$ cat src/rtl/vend_pkg.sv
// Shared definitions for the vending machine coin-output path: coin encodings,
// denomination values and the change dispenser state machine encoding.
package vend_pkg;

    typedef enum logic [1:0] {
        COIN_NONE = 2'b00,
        COIN_1    = 2'b01,
        COIN_5    = 2'b10,
        COIN_10   = 2'b11
    } coin_t;

    localparam int DENOM_1  = 1;
    localparam int DENOM_5  = 5;
    localparam int DENOM_10 = 10;

    typedef enum logic [2:0] {
        ST_IDLE   = 3'd0,
        ST_SELECT = 3'd1,
        ST_PULSE  = 3'd2,
        ST_GAP    = 3'd3,
        ST_DONE   = 3'd4
    } disp_state_t;

    // Face value of a coin encoding; COIN_NONE is worth nothing.
    function automatic int denom_of(coin_t c);
        int v;
        v = 0;
        case (c)
            COIN_1:  v = DENOM_1;
            COIN_5:  v = DENOM_5;
            COIN_10: v = DENOM_10;
            default: v = 0;
        endcase
        return v;
    endfunction

endpackage

$ cat src/rtl/coin_hopper.sv
// One hopper's inventory: a down-counter loaded with INIT on reset or refill,
// decremented once per dispensed coin, with an empty flag.
module coin_hopper
#(
    parameter int CNT_W = 6,
    parameter int INIT  = 8
)(
    input  logic             clk,
    input  logic             reset,
    input  logic             i_load,
    input  logic             i_dec,
    output logic [CNT_W-1:0] o_count,
    output logic             o_empty
);

    localparam logic [CNT_W-1:0] LOAD_VAL = CNT_W'(INIT);

    logic [CNT_W-1:0] r_count;

    // Decrement is gated by empty so the count can never wrap, even if the
    // caller misbehaves; the dispenser only selects non-empty hoppers anyway.
    always_ff @(posedge clk) begin
        if (reset || i_load) begin
            r_count <= LOAD_VAL;
        end else if (i_dec && !o_empty) begin
            r_count <= r_count - CNT_W'(1);
        end
    end

    assign o_count = r_count;
    assign o_empty = (r_count == '0);

endmodule

$ cat src/rtl/change_dispenser.sv
// Pays change out one coin at a time with greedy 10/5/1 selection, tracking
// hopper inventory and flagging a shortfall when exact change is impossible.
module change_dispenser
    import vend_pkg::*;
#(
    parameter int AMT_W    = 8,
    parameter int CNT_W    = 6,
    parameter int INIT_10  = 8,
    parameter int INIT_5   = 8,
    parameter int INIT_1   = 8,
    parameter int COIN_GAP = 2
)(
    input  logic             clk,
    input  logic             reset,
    input  logic             req_valid,
    input  logic [AMT_W-1:0] req_amount,
    output logic             req_ready,
    input  logic             refill,
    output logic             coin_out,
    output logic [1:0]       coin_type,
    output logic             done,
    output logic             short,
    output logic [AMT_W-1:0] remaining,
    output logic [CNT_W-1:0] inv_10,
    output logic [CNT_W-1:0] inv_5,
    output logic [CNT_W-1:0] inv_1,
    output disp_state_t      dbg_state
);

    // Handshake: a request transfers on a rising edge where req_valid and
    // req_ready are both high; req_ready is high exactly while IDLE, and
    // req_valid in any other state is ignored (nothing is queued).

    localparam int GAP_W = (COIN_GAP > 1) ? $clog2(COIN_GAP) : 1;
    localparam logic [GAP_W-1:0] GAP_LAST = GAP_W'((COIN_GAP > 0) ? COIN_GAP - 1 : 0);
    localparam logic [AMT_W-1:0] AMT_10 = AMT_W'(DENOM_10);
    localparam logic [AMT_W-1:0] AMT_5  = AMT_W'(DENOM_5);
    localparam logic [AMT_W-1:0] AMT_1  = AMT_W'(DENOM_1);

    disp_state_t      r_state;
    disp_state_t      w_next;
    logic [AMT_W-1:0] r_rem;
    coin_t            r_coin;
    logic [GAP_W-1:0] r_gap_cnt;
    logic             r_short;
    logic [AMT_W-1:0] r_remaining;

    coin_t            w_sel;
    logic [AMT_W-1:0] w_denom;
    logic             w_refill_load;
    logic             w_dec_10;
    logic             w_dec_5;
    logic             w_dec_1;
    logic             w_empty_10;
    logic             w_empty_5;
    logic             w_empty_1;

    // Refill only counts in IDLE; a request in the same cycle sees new counts.
    assign w_refill_load = (r_state == ST_IDLE) && refill;
    assign w_dec_10      = (r_state == ST_PULSE) && (r_coin == COIN_10);
    assign w_dec_5       = (r_state == ST_PULSE) && (r_coin == COIN_5);
    assign w_dec_1       = (r_state == ST_PULSE) && (r_coin == COIN_1);

    coin_hopper #(.CNT_W(CNT_W), .INIT(INIT_10)) u_hopper_10 (
        .clk     (clk),
        .reset   (reset),
        .i_load  (w_refill_load),
        .i_dec   (w_dec_10),
        .o_count (inv_10),
        .o_empty (w_empty_10)
    );

    coin_hopper #(.CNT_W(CNT_W), .INIT(INIT_5)) u_hopper_5 (
        .clk     (clk),
        .reset   (reset),
        .i_load  (w_refill_load),
        .i_dec   (w_dec_5),
        .o_count (inv_5),
        .o_empty (w_empty_5)
    );

    coin_hopper #(.CNT_W(CNT_W), .INIT(INIT_1)) u_hopper_1 (
        .clk     (clk),
        .reset   (reset),
        .i_load  (w_refill_load),
        .i_dec   (w_dec_1),
        .o_count (inv_1),
        .o_empty (w_empty_1)
    );

    // Greedy pick falls through to a smaller coin when a hopper is empty.
    always_comb begin
        w_sel = COIN_NONE;
        if (r_rem >= AMT_10 && !w_empty_10) begin
            w_sel = COIN_10;
        end else if (r_rem >= AMT_5 && !w_empty_5) begin
            w_sel = COIN_5;
        end else if (r_rem >= AMT_1 && !w_empty_1) begin
            w_sel = COIN_1;
        end
    end

    always_comb begin
        w_denom = '0;
        case (r_coin)
            COIN_10: w_denom = AMT_10;
            COIN_5:  w_denom = AMT_5;
            COIN_1:  w_denom = AMT_1;
            default: w_denom = '0;
        endcase
    end

    always_comb begin
        w_next = r_state;
        case (r_state)
            ST_IDLE: begin
                if (req_valid) begin
                    w_next = (req_amount == '0) ? ST_DONE : ST_SELECT;
                end
            end
            ST_SELECT: w_next = (w_sel == COIN_NONE) ? ST_DONE : ST_PULSE;
            ST_PULSE:  w_next = (COIN_GAP == 0) ? ST_SELECT : ST_GAP;
            ST_GAP: begin
                if (r_gap_cnt == GAP_LAST) begin
                    w_next = ST_SELECT;
                end
            end
            ST_DONE:   w_next = ST_IDLE;
            default:   w_next = ST_IDLE;
        endcase
    end

    always_ff @(posedge clk) begin
        if (reset) begin
            r_state     <= ST_IDLE;
            r_rem       <= '0;
            r_coin      <= COIN_NONE;
            r_gap_cnt   <= '0;
            r_short     <= 1'b0;
            r_remaining <= '0;
        end else begin
            r_state <= w_next;
            case (r_state)
                ST_IDLE: begin
                    if (req_valid) begin
                        r_rem <= req_amount;
                    end
                end
                ST_SELECT: r_coin <= w_sel;
                ST_PULSE: begin
                    // Selection guaranteed r_rem >= w_denom, so no underflow.
                    r_rem     <= r_rem - w_denom;
                    r_gap_cnt <= '0;
                end
                ST_GAP:  r_gap_cnt <= r_gap_cnt + GAP_W'(1);
                default: ;
            endcase
            // Shortfall and remainder are captured as DONE is entered and held.
            if (w_next == ST_DONE) begin
                r_short     <= (r_state == ST_SELECT) && (r_rem != '0);
                r_remaining <= (r_state == ST_SELECT) ? r_rem : '0;
            end
        end
    end

    assign req_ready = (r_state == ST_IDLE);
    assign coin_out  = (r_state == ST_PULSE);
    assign coin_type = (r_state == ST_PULSE) ? r_coin : COIN_NONE;
    assign done      = (r_state == ST_DONE);
    assign short     = r_short;
    assign remaining = r_remaining;
    assign dbg_state = r_state;

endmodule

$ cat config.mk
export PLATFORM = sky130hd
export DESIGN_NAME = change_dispenser
export DESIGN_NICKNAME = d
export VERILOG_FILES = /design/src/rtl/vend_pkg.sv /design/src/rtl/coin_hopper.sv /design/src/rtl/change_dispenser.sv
export SDC_FILE = /design/constraint.sdc
export NUM_CORES = 1
export LEC_CHECK = 0
export CAP_MARGIN = 10
export CORE_UTILIZATION = 40
export DETAILED_ROUTE_END_ITERATION = 16
export GPL_TIMING_DRIVEN = 0
export PLACE_DENSITY = 0.65
export SLEW_MARGIN = 10
export SYNTH_ARGS = -nofsm -noshare
export SYNTH_HDL_FRONTEND = slang
export SYNTH_SLANG_ARGS = --single-unit
$ cat constraint.sdc
create_clock -name clk -period 4.3 [get_ports clk]
set_input_delay 1.29 -clock clk [delete_from_list [all_inputs] [get_ports clk]]
set_output_delay 1.29 -clock clk [all_outputs]
set_load 0.01 [all_outputs]
==> flow_metrics.py, run 1 <==
metrics = {
    "outcome": {
        "status": "finished, final reports clean",
    },
    "die": {
        "die_w_um": 76.7,
        "coreArea_sq_mm": 0.00524,
        "start_util_pct": 42.6,
        "fp.dieH_um": 76.7,
        "io_pins": 47,
        "num_rows": 26,
        "fp.dieArea_sq_mm": 0.00588,
    },
    "synthesis": {
        "synth_area_sq_mm": 0.00223,
        "synthCells": 259,
        "synth_seq_cells": 41,
        "synth-async-reset-ratio_pct": 0,
        "syn_avg_cell_area_sq_um": 8.61,
        "synth_warnings": 0,
        "synth_cell_types": 56,
        "synth-edff-count": 0,
        "ys.flop_type": "dfxtp_1",
        "syn-num-nets": 282,
        "yosysSeqAreaShare_pct": 36.8,
    },
    "setup_path": {
        "worst_path_most_repeated_cell": "buf_4",
        "r2r-start": "r_coin[0]$_SDFFE_PP0N_",
        "crit_required_ps": 3010,
        "worst-path-buf-inv": 4,
        "reg2reg_slack_ps": 1860,
        "cp-endpoint": "coin_type[0]",
        "crit_start": "dbg_state[1]$_SDFF_PP0_",
        "timing.rr.end": "r_rem[6]$_SDFFE_PP0P_",
        "reg2reg_depth": 10,
        "endpoint_kind": "output pin",
        "path_max_fanout": 10,
        "cp.arrival_ps": 2280,
        "cp_num_cells": 6,
        "slowest_stage": "clkdlybuf4s50_1",
        "crit_family": "buffers and inverters",
        "critPathMaxStageDelay_ps": 550,
        "cp-start-kind": "register",
        "crit_type": "reg2out",
        "crit_chain": "buf_4 -> or3b_1 -> buf_4 -> buf_1 -> nor2_1 -> clkdlybuf4s50_1",
    },
    "timing": {
        "period_share_pct": 83.0,
        "rsz0062_at_grt": "false",
        "period_minus_slack_ps": 3570,
        "setup_tns_ps": 0,
        "hold_viol_final": 0,
        "worst_slew_pin_slew_ps": 643,
        "slew_viol_final": 0,
        "setup-violations-final": 0,
        "slew_headroom_pct": 56.9,
        "setup_slack_ps": 732,
        "whs_ps": 507,
        "fin_skew_ps": 4.40,
        "max_clock_freq_mhz": 280,
    },
    "detailed_routing": {
        "drt.antenna.violating_nets": 0,
        "drcViolationCount": 0,
        "wl_per_cell_um": 14.5,
        "drtIter0Drc": 77,
        "vias": 2055,
        "totalWireLength_mm": 5.56,
        "avgViaCountPerCell": 5.38,
        "firstDrtPassIters": 4,
    },
    "clocking": {
        "cts_resized": 0,
        "clk_pin_slew_ps": 80,
        "cts_hold_buf": 0,
        "cts_buffers": 5,
        "cts_tree": "yes",
        "cts_sinks": 41,
        "clockBufferDepth": 2,
        "root_buffer": "clkbuf_8",
        "clock_latency_ps": 300,
        "cts_htree_levels": 2,
        "post_cts.repair.setup_buffers": 0,
    },
    "pwr": {
        "leakagePower_nw": 1.04,
        "ir_worst_vdd_v": 0.000201,
        "power.density_mw_per_mm2": 386,
    },
    "hold_path": {
        "min-delay-start": "remaining[4]$_SDFFE_PP0N_",
        "hold_path.class": "reg2reg",
    },
    "finish": {
        "utilization_pct": 55.0,
        "drive_gt1_share_pct": 7.69,
        "synthToLayoutAreaGrowth_pct": 29.2,
        "final_nets": 335,
        "antenna_cells": 0,
    },
    "global_routing": {
        "grt_max_degree": 13,
        "overflow": 0,
        "antenna_found_initial": 0,
        "grt_pass1_wl_mm": 9.26,
        "grt_use_total_pct": 19.8,
        "grt_pass1_vias": 1885,
    },
    "placed_design": {
        "dp_slack_ps": 1040,
        "port_buffers": 46,
        "dpl.hpwl_mm": 4.13,
        "place_congestion": 0.865,
    },
    "flow_run": {
        "maxCapViolCount": 0,
    },
}
-- metal layers --
metal  up-vias  global-route usage [%]  wire, um
met2        57                    31.5      2580
met1       965                    26.1      2550
met4         0                    7.31       106
met5         -                       0         0
li1       1023                       -         -
met3        10                    4.40       325
-- synthesized netlist by cell type, drive strengths merged, types with 3 or more instances --
master / count / area, sq um
o211a: 3 / 30.0
a311oi: 3 / 43.8
nand3b: 9 / 67.6
a31oi: 3 / 18.8
a21oi: 9 / 45.0
nand3: 10 / 55.1
o21a: 4 / 30.0
o22ai: 10 / 62.6
buf: 7 / 43.8
xor2: 7 / 61.3
nor4: 3 / 18.8
a211oi: 11 / 108
nand2: 12 / 47.6
or3: 3 / 23.8
nor2: 34 / 128
xnor2: 7 / 61.3
nand2b: 5 / 38.8
nor3: 9 / 50.1
dfxtp: 41 / 821
or4: 3 / 22.5
o21ai: 8 / 40.0
inv: 23 / 86.3
ha: 10 / 125
nor2b: 3 / 18.8
-- worst min-delay path by stage --
stage	end	slack, ps	cells after the start
after detailed placement	remaining[6]$_SDFFE_PP0N_	490	2
after CTS	remaining[0]$_SDFFE_PP0N_	500	2
after global placement	remaining[7]$_SDFFE_PP0N_	490	2
after floorplan	remaining[7]$_SDFFE_PP0N_	460	2
after global routing	remaining[1]$_SDFFE_PP0N_	530	2
final	remaining[4]$_SDFFE_PP0N_	510	2
-- registers in the layout, indices dropped and copies added (netlist names) --
signal               flops
u_hopper_1.o_count       6
short                    1
remaining                8
u_hopper_10.o_count      6
r_coin                   2
u_hopper_5.o_count       6
dbg_state                3
r_gap_cnt                1
r_rem                    8
-- placed cells by master, fill, tap and decap left out, types with 3 or more instances in the layout --
master | synthesis | final
a31oi_1 | 3 | 3
xor2_1 | 7 | 7
o21ai_1 | 3 | 3
nor2_1 | 34 | 34
ha_1 | 10 | 10
nor2b_1 | 3 | 3
o21ai_0 | 5 | 5
clkdlybuf4s50_1 | 0 | 46
nand3_1 | 9 | 9
nor4_1 | 3 | 3
xnor2_1 | 7 | 7
o211a_1 | 3 | 3
a21oi_1 | 9 | 9
nor3_1 | 8 | 8
or4_1 | 3 | 3
inv_1 | 22 | 22
clkbuf_8 | 0 | 5
nand3b_1 | 9 | 9
o21a_1 | 4 | 4
nand2_1 | 11 | 11
o22ai_1 | 10 | 10
nand2b_1 | 4 | 4
a211oi_1 | 9 | 9
dfxtp_1 | 41 | 41
-- cell families (layout without fill, tap and decap cells) --
logic type,after synthesis,count (layout),synth area share (%)
AOI/OAI and AO/OA,61,61,20.9
and+or+nand+nor,100,100,24.1
buffers and inverters,32,85,6.17
adders and majority gates,11,11,6.51
DFF,41,41,36.8
xor gates and xnor gates,14,14,5.50
-- per-stage QoR --
step | instances | instance area (sq um) | total power [W]
after detailed placement | 375 | 2780 | 0.000819
after global placement | 375 | 2780 | 0.000814
after floorplan | 259 | 2230 | 0.000705
after CTS | 382 | 2880 | 0.00111
after global routing | 382 | 2880 | 0.00118
final | 382 | 2880 | 0.00111
-- layout make-up --
cell class	instances	area (sq um)
Timing Repair Buffer	46	460
Sequential cell	41	821
Fill cell	521	2350
Clock buffer	5	68.8
Multi-Input combinational cell	186	1270
Inverter	23	86.3
Clock inverter	2	35.0
Tap cell	70	87.6
Buffer	9	51.3
-- worst register-to-register path: stages (launching register included) --
cell and delay (ps):
dfxtp_1 400, inv_1 80, ha_1 290, inv_1 60
ha_1 170, fa_1 220, nor2b_1 60, o21ai_0 320
or4b_1 470, a21oi_1 160, a2111oi_0 80
-- report_power, final --
| group | internal, W | switching, W | total [W] | leakage [nW] |
|---|---|---|---|---|
| clock network | 0.000169 | 0.000132 | 0.000300 | 0.0540 |
| registers | 0.000408 | 0.0000314 | 0.000439 | 0.333 |
| logic | 0.000160 | 0.000213 | 0.000373 | 0.651 |
| total | 0.000737 | 0.000376 | 0.00111 | 1.04 |
(Power assumes the default switching activity.)
==> run 2: changes to the inputs <==
==> constraint.sdc (replaced) <==
create_clock -name clk -period 3.3 [get_ports clk]
set_input_delay 0.99 -clock clk [delete_from_list [all_inputs] [get_ports clk]]
set_output_delay 0.99 -clock clk [all_outputs]
set_load 0.01 [all_outputs]
==> run 2 against run 1 <==
- combinational power increased by 29%
- flip-flop and latch count unchanged
- wire length decreased by 0.76%
- register-to-register slack got worse by 980 ps
- die area unchanged
- setup slack got worse by 460 ps
- clock skew increased by 1.9 ps
- global-route usage unchanged
- cell count decreased by 0.26%
- largest power group unchanged
- highest routed layer unchanged
==> flow_metrics.py, run 2 (synthesis results as in run 1) <==
metrics = {
    "global_routing": {
        "grt_max_degree": 13,
        "grt_use_total_pct": 19.8,
        "grt_pass1_vias": 1885,
        "grt_pass1_wl_mm": 9.26,
        "antenna_found_initial": 0,
        "overflow": 0,
    },
    "placed_design": {
        "dp_slack_ps": 344,
        "place_congestion": 0.865,
        "dpl_cell_area_sq_mm": 0.00278,
        "dpl.hpwl_mm": 4.13,
        "port_buffers": 46,
    },
    "detailed_routing": {
        "firstDrtPassIters": 4,
        "totalWireLength_mm": 5.52,
        "drt.antenna.violating_nets": 0,
        "drtIter0Drc": 78,
        "avgViaCountPerCell": 5.37,
        "vias": 2046,
        "drcViolationCount": 0,
        "wl_per_cell_um": 14.5,
    },
    "clocking": {
        "cts_resized": 0,
        "root_buffer": "clkbuf_8",
        "cts_htree_levels": 2,
        "cts_buffers": 5,
        "clockBufferDepth": 2,
        "cts_sinks": 41,
        "cts_hold_buf": 0,
        "post_cts.repair.setup_buffers": 0,
        "clock_latency_ps": 290,
        "clk_pin_slew_ps": 80,
        "cts_tree": "yes",
    },
    "hold_path": {
        "hold_path.class": "reg2reg",
        "holdPathStages": 2,
        "holdPathEnd": "remaining[6]$_SDFFE_PP0N_",
        "min-delay-start": "remaining[6]$_SDFFE_PP0N_",
    },
    "setup_path": {
        "cp.arrival_ps": 2040,
        "path_max_fanout": 19,
        "slowest_stage": "clkdlybuf4s50_1",
        "crit_required_ps": 2310,
        "r2r-start": "r_coin[0]$_SDFFE_PP0N_",
        "crit_chain": "buf_4 -> or3b_1 -> buf_4 -> inv_2 -> clkdlybuf4s50_1",
        "worst_path_most_repeated_cell": "buf_4",
        "worst-path-buf-inv": 4,
        "endpoint_kind": "output pin",
        "timing.rr.end": "r_rem[6]$_SDFFE_PP0P_",
        "crit_type": "reg2out",
        "cp-start-kind": "register",
        "reg2reg_slack_ps": 880,
        "critPathMaxStageDelay_ps": 550,
        "crit_family": "buffers and inverters",
        "reg2reg_depth": 10,
    },
    "finish": {
        "synthToLayoutAreaGrowth_pct": 29.1,
        "final_cell_mix": "clkdlybuf4s50_1, dfxtp_1, nor2_1, inv_1, nand2_1",
        "antenna_cells": 0,
        "final_common_cell": "clkdlybuf4s50_1",
        "final_nets": 334,
        "drive_gt1_share_pct": 7.72,
        "post-route-cell-area_sq_mm": 0.00288,
    },
    "die": {
        "start_util_pct": 42.6,
        "coreArea_sq_mm": 0.00524,
        "fp.dieH_um": 76.7,
        "fp.dieArea_sq_mm": 0.00588,
        "io_pins": 47,
        "num_rows": 26,
        "die_w_um": 76.7,
    },
    "timing": {
        "setup_tns_ps": 0,
        "fin_skew_ps": 6.33,
        "max_clock_freq_mhz": 330,
        "slew_viol_final": 0,
        "slew_headroom_pct": 53.8,
        "setup-violations-final": 0,
        "hold_viol_final": 0,
        "period_minus_slack_ps": 3030,
        "worst_slew_pin_slew_ps": 688,
        "rsz0062_at_grt": "false",
        "setup_slack_ps": 271,
        "period_share_pct": 91.8,
    },
    "pwr": {
        "leakagePower_nw": 1.04,
        "power.density_mw_per_mm2": 501,
        "ir_worst_vdd_v": 0.000261,
    },
    "outcome": {
        "status": "finished, final reports clean",
    },
    "flow_run": {
        "maxCapViolCount": 0,
    },
}
## run 2: how the worst max path moves through the flow
stage,start,to,cells past startpoint
2_1_floorplan,dbg_state[1]$_SDFF_PP0_,coin_type[0],5
3_3_place_gp,dbg_state[1]$_SDFF_PP0_,coin_type[1],6
3_5_place_dp,dbg_state[1]$_SDFF_PP0_,coin_type[1],6
4_1_cts,dbg_state[1]$_SDFF_PP0_,coin_type[0],6
5_1_grt,dbg_state[1]$_SDFF_PP0_,coin_type[1],5
6_report,dbg_state[1]$_SDFF_PP0_,coin_out,5
## run 2: worst reg2reg max path, stage by stage (launching register included)
cell,delay [ps]
dfxtp_1,400
inv_1,80
ha_1,290
inv_1,60
ha_1,170
fa_1,220
nor2b_1,50
o21ai_0,310
or4b_1,470
a21oi_1,150
a2111oi_0,80
## run 2: cell type report
class | count | area, sq um
timing repair buffer | 46 | 460
multi-input combinational | 186 | 1270
fill | 520 | 2360
sequential | 41 | 821
clock buffer | 5 | 68.8
clock inverter | 2 | 35.0
inverter | 23 | 86.3
tap | 70 | 87.6
buffer | 8 | 47.5
## run 2: through the flow
step | hold slack (ps) | util (%) | instances | total power, W
final | 508 | 55.0 | 381 | 0.00144
after global routing | 535 | 55.0 | 381 | 0.00153
after CTS | 505 | 55.0 | 382 | 0.00145
after detailed placement | 488 | 53.1 | 375 | 0.00107
after global placement | 491 | 53.1 | 375 | 0.00106
after floorplan | 462 | - | 259 | 0.000918
## run 2: layer usage
metal  part of all wire (%)  global-route usage (%)  up-vias
met4                    1.7                    7.31        0
met2                     47                    31.5       54
met1                     46                    26.1      964
met3                    5.8                    4.40        7
met5                      0                       0        -
li1                       -                       -     1021
## run 2: where the power goes
group | internal, W | switching, W | leakage (nW) | total [W]
Sequential | 0.000532 | 0.0000411 | 0.333 | 0.000573
Clock | 0.000220 | 0.000168 | 0.0540 | 0.000387
Combinational | 0.000208 | 0.000275 | 0.650 | 0.000483
==> run 3: changes to the inputs <==
--- a/config.mk
+++ b/config.mk
@@ -8,6 +8,7 @@
 export CAP_MARGIN = 10
 export CORE_UTILIZATION = 40
 export DETAILED_ROUTE_END_ITERATION = 16
+export GPL_ROUTABILITY_DRIVEN = 0
 export GPL_TIMING_DRIVEN = 0
 export PLACE_DENSITY = 0.65
 export SLEW_MARGIN = 10
==> results of run 3 <==
The final DEF is identical to that of run 2; final timing and power are the same.
==> variant 1 (config.mk and constraints of run 1) <==
Set the parameter `AMT_W` to 12 (it was 8).
--- a/src/rtl/change_dispenser.sv
+++ b/src/rtl/change_dispenser.sv
@@ -5,3 +5,3 @@
 #(
-    parameter int AMT_W    = 8,
+    parameter int AMT_W    = 12,
     parameter int CNT_W    = 6,
Interface: changed (resized remaining and req_amount); port bits go from 47 to 55. No check against the original RTL was run, so the function may have changed too.
==> variant 1 against run 1 <==
Synthesized cell count up 15%; setup slack improved by 0.059 ns; design area increased by 12%; critical path depth decreased by 2; final cell count is 14% higher; sequential cell count rose by 8; area after synthesis is 13% higher; count of clock-buffer cells in the layout rose by 1; wire length increased by 9.7%; clock power fell by 8.3%; power shrank 7.0%; critical path type unchanged; critical endpoint is now coin_type[1].
==> variant 1: results (changes against run 1) <==
Status
  • Status: finished clean

Clock tree
  • Clk root buf: clkbuf_8
  • Clock transition at path regs: about 0.09 ns
  • H-Tree Depth: 2 (unchanged)
  • Cts repair resizes: 0 (unchanged)
  • CTS Buf Count: 5 (unchanged)

Route
  • Initial DRC count: 112 (+45%)
  • Met3 routed WL: 170 um (-48%)
  • Routed len/inst: 14.01 um (-3.7%)
  • Routed wl met2: 2.751 mm (+6.8%)
  • Vias: 2320 (+13%)
  • Top sig layer: met4
  • M1 WL: 3.115 mm (+22%)

Worst setup path
  • R2R Setup Slk: around 1.9 ns
  • Worst R2R End: remaining[10]
  • R2R depth: 6 (-4)
  • Critical path arrival: 2.22 ns (-0.06 ns)
  • RR Startpoint: r_rem[7]

Synthesis
  • Distinct cells, synth: 51 (-8.9%)
  • Syn nets: 326 (+16%)
  • Multiplexer area fraction after synthesis: 0.06082 (+0.06082)
  • Asr flop ratio synth: 0 (unchanged)
  • Synth top area cells: dfxtp_1, nand2_1, nor2_1
  • Warnings, synthesis: 0 (unchanged)
  • Most instantiated cells after synthesis: dfxtp_1, nand2_1, nor2_1, inv_1, mux2i_1
  • Post-synthesis cell count: 298 (+15%)
  • Synth Area in Compound Gates: 0.1500 (-0.05915)
  • Xor/xnor share of the synthesized area: 0.04187 (-0.01309)
  • Sequential fraction of the synthesis area: 0.3908 (+0.02291)
  • Synth Area in Adders: 0.06281 (-0.002247)

Worst hold path
  • Worst hold path class: flop to flop
  • HP Start: remaining[3]
  • WHS Endpoint: remaining[3]

GRT
  • Number of global-route vias before repair: 2082 (+10%)
  • First-pass GRT wire length: 10.14 mm (+9.5%)
  • Global-route usage over all layers: 0.2006 (+0.002441)
  • Pin count of the biggest net entering global routing: 16 (+3)
  • Antenna violations before repair: 0 (unchanged)

Power
  • Clock Power: 0.275 mW (-8.3%)
  • Seq power: 0.511 mW (+16%)
  • Sw power: 0.3317 mW (-12%)
  • Worst vdd ir: 0.1464 mV (-27%)
  • Leakage power: 1.206 nW (+16%)

Place
  • Place WS: 0.8960 ns (-0.1481 ns)
  • Detailed Place HPWL: 4.649 mm (+12%)
  • Gpl congestion: 0.8010 (-7.4%)
  • Dpl cell area: 0.003144 mm^2 (+13%)
  • IO Port Bufs: 54 (+17%)
  • Placed Instances: 427 (+14%)

Layout
  • # nets final: 387 (+16%)
  • Antenna diodes: 0 (unchanged)
  • Final cell count without fillers: 435 (+14%)
  • Layout cells sized above 1: 0.05278 (-0.02415)
  • FILL cells: 578 (+11%)

Timing
  • Max_slew headroom: 0.5041 (-0.06448)
  • Clock Skew: 0.008292 ns (+0.003892 ns)
-- variant 1: cell types whose count changed after synthesis, sizes merged, moves of 4 or more --
cell | run 1 | this run
a211oi | 11 | 6
dfxtp | 41 | 49
inv | 23 | 13
mux2i | 0 | 13
nand2 | 12 | 44
nand3b | 9 | 0
nor2 | 34 | 38
nor4 | 3 | 8
o22ai | 10 | 0
-- variant 1: worst min-delay path, stage by stage, from the launching register on --
cell and delay, ns:
dfxtp_1 0.32, nand2_1 0.05, mux2i_1 0.05
-- variant 1: per-stage QoR --
stage / hold slack, ns / power, mW
after floorplan: 0.4525 / 0.6849
after global placement: 0.4452 / 0.7652
after detailed placement: 0.4518 / 0.7682
after CTS: 0.4654 / 1.045
after global routing: 0.4969 / 1.101
final: 0.4616 / 1.035
-- variant 1: worst max path at each step --
stage,from,to,slack [ns],cells after the start
final,dbg_state[1],coin_type[1],0.79,4
after global routing,dbg_state[1],coin_type[1],0.69,4
after detailed placement,req_valid,remaining[9],0.90,7
after CTS,dbg_state[1],coin_type[1],0.75,4
after global placement,req_valid,remaining[5],0.91,7
after floorplan,dbg_state[2],coin_type[0],1.72,4
-- variant 1: routing by layer --
metal  vias up  global-route usage
li1       1184                   -
met1      1092              0.2741
met2        38              0.3210
met3         6             0.04045
met4         0             0.05000
met5         -                   0
-- variant 1: area by class of cell --
class                   count  area [um^2]  share of cell area
inverters                  14        57.56             0.01782
clock buffers               6        72.57             0.02246
plain buffers               9        36.28             0.01123
multi-input cells         226         1435              0.4442
repair buffers             54        540.5              0.1673
well taps                  75        93.84             0.02905
clock inverters             2        13.76            0.004260
flip-flops and latches     49        980.9              0.3036
==> variant 2 (flow settings as in run 1) <==
Made on the original files. Put one more register stage on the output `dbg_state`, without a reset. The value now appears one clock later. The other outputs are not delayed to match.
--- a/src/rtl/change_dispenser.sv
+++ b/src/rtl/change_dispenser.sv
@@ -171,3 +171,5 @@
     assign remaining = r_remaining;
-    assign dbg_state = r_state;
+    always_ff @(posedge clk) begin
+        dbg_state <= r_state;
+    end
 
Function: changed (Yosys sat finds a counterexample within 4 cycles, from zero or initial values and one cycle with reset high).
==> variant 2 against run 1 <==
Sequential cell count grew 3; area after synthesis grew 0.79%; count of clock-buffer cells in the layout grew 1; wire length shrank 4.6%; setup slack gained 0.029 ns; design area grew 0.74%; register-to-register slack lost 0.15 ns; power grew 11%.
==> variant 2: results (changes against run 1) <==
Route
  • Drt first pass iters: 4 (unchanged)
  • Routed len/inst: 13.74 um (-5.5%)
  • Vias: 2051 (-0.19%)
  • Initial DRC count: 132 (+71%)

Status
  • Status: finished clean

Worst setup path
  • CP max stage delay: 0.80 ns (+0.25 ns)
  • Critical path arrival: 2.25 ns (-0.03 ns)
  • Critical path's slowest cell: nor3_1
  • Crit path max-delay family: buffers and inverters
  • CP max FO: 9 (-1)

Layout
  • Layout cells sized above 1: 0.06646 (-0.01047)
  • Antenna diodes: 0 (unchanged)
  • FILL cells: 508 (-2.5%)
  • # nets final: 338 (+0.90%)

Synthesis
  • Asr flop ratio synth: 0 (unchanged)
  • Warnings, synthesis: 0 (unchanged)
  • Synth top area cells: dfxtp_1, ha_1, nor2_1
  • Sequential fraction of the synthesis area: 0.3918 (+0.02384)
  • Syn nets: 285 (+1.1%)
  • Distinct cells, synth: 47 (-16%)
  • Most instantiated cells after synthesis: dfxtp_1, nor2_1, nand2_1, inv_1, a21oi_1

Place
  • Place WS: 0.7992 ns (-0.2449 ns)
  • IO Port Bufs: 46 (unchanged)
  • Detailed Place HPWL: 3.977 mm (-3.8%)
  • Gpl congestion: 0.8137 (-5.9%)

Power
  • Worst vdd ir: 0.2008 mV (-0.17%)
  • Sw power: 0.4347 mW (+16%)
  • Leakage power: 1.094 nW (+5.5%)

Clock tree
  • Cts repair resizes: 0 (unchanged)
  • Clk root buf: clkbuf_8
  • Clock Latency Late Sink: 0.29 ns
  • Clock transition at path regs: 0.08 ns (about the same)
  • CTS max path bufs: 2 (unchanged)
  • CTS Buf Count: 5 (unchanged)
  • H-Tree Depth: 2 (unchanged)
  • Setup Buffers After CTS: 0 (unchanged)

Timing
  • Clock Skew: 0.003338 ns (-0.001062 ns)
  • Worst-margin pin slew: 1.054 ns (+0.4114 ns)

Run
  • Max Cap Viol: 0 (unchanged)

GRT
  • First-pass GRT wire length: 8.790 mm (-5.1%)
  • Pin count of the biggest net entering global routing: 14 (+1)
  • Global-route usage over all layers: 0.1854 (-0.01276)
  • Grt total ovfl: 0 (unchanged)
  • Antenna violations before repair: 0 (unchanged)
  • Number of global-route vias before repair: 1884 (-0.053%)

Worst hold path
  • Worst hold path class: flop to flop
[variant 2: power by group through the flow]
stage	logic (mW)	registers [mW]	clock network, mW
2_1_floorplan	0.291	0.501	0
3_3_place_gp	0.407	0.514	0
3_5_place_dp	0.411	0.515	0
4_1_cts	0.416	0.505	0.320
5_1_grt	0.468	0.511	0.334
6_report	0.419	0.506	0.312
[variant 2: routing by layer]
layer	vias up	GRT usage	share of wire
met2	54	0.2866	0.44
met5	-	0	0
met3	9	0.03452	0.043
li1	1026	-	-
met4	0	0.06981	0.016
met1	962	0.2549	0.50
[variant 2: final timing paths]
check,from,to,slack [ns],depth (start not counted)
worst min register to register,r_state[2],dbg_state[2],0.37,0
worst max register to register,r_coin[0],r_rem[6],1.71,9
worst max-delay path,r_state[2],req_ready,0.76,3
worst min-delay path,r_state[2],dbg_state[2],0.37,0
[variant 2: through the flow]
| stage | instance area, um^2 | instances |
|---|---|---|
| 6_report | 2904 | 386 |
| 5_1_grt | 2904 | 386 |
| 4_1_cts | 2904 | 386 |
| 3_5_place_dp | 2796 | 378 |
| 3_3_place_gp | 2796 | 378 |
| 2_1_floorplan | 2248 | 262 |
[variant 2: logic make-up (layout without fill, tap and decap cells)]
kind of cell,Yosys count,in the layout,synth area share
AOI/OAI and AO/OA,53,53,0.1647
xor gates and xnor gates,12,12,0.04675
adders and majority gates,11,11,0.06455
buffers and inverters,25,79,0.05286
DFF,44,44,0.3918
muxes,10,10,0.04508
and+or+nand+nor,107,107,0.2343
[variant 2: cell type report]
type                       count  area share
tap                           70     0.03016
buffer                         8     0.01896
timing repair buffer          46      0.1586
clock inverter                 2     0.01206
clock buffer                   6     0.02499
sequential                    44      0.3033
inverter                      17     0.02197
multi-input combinational    193      0.4300
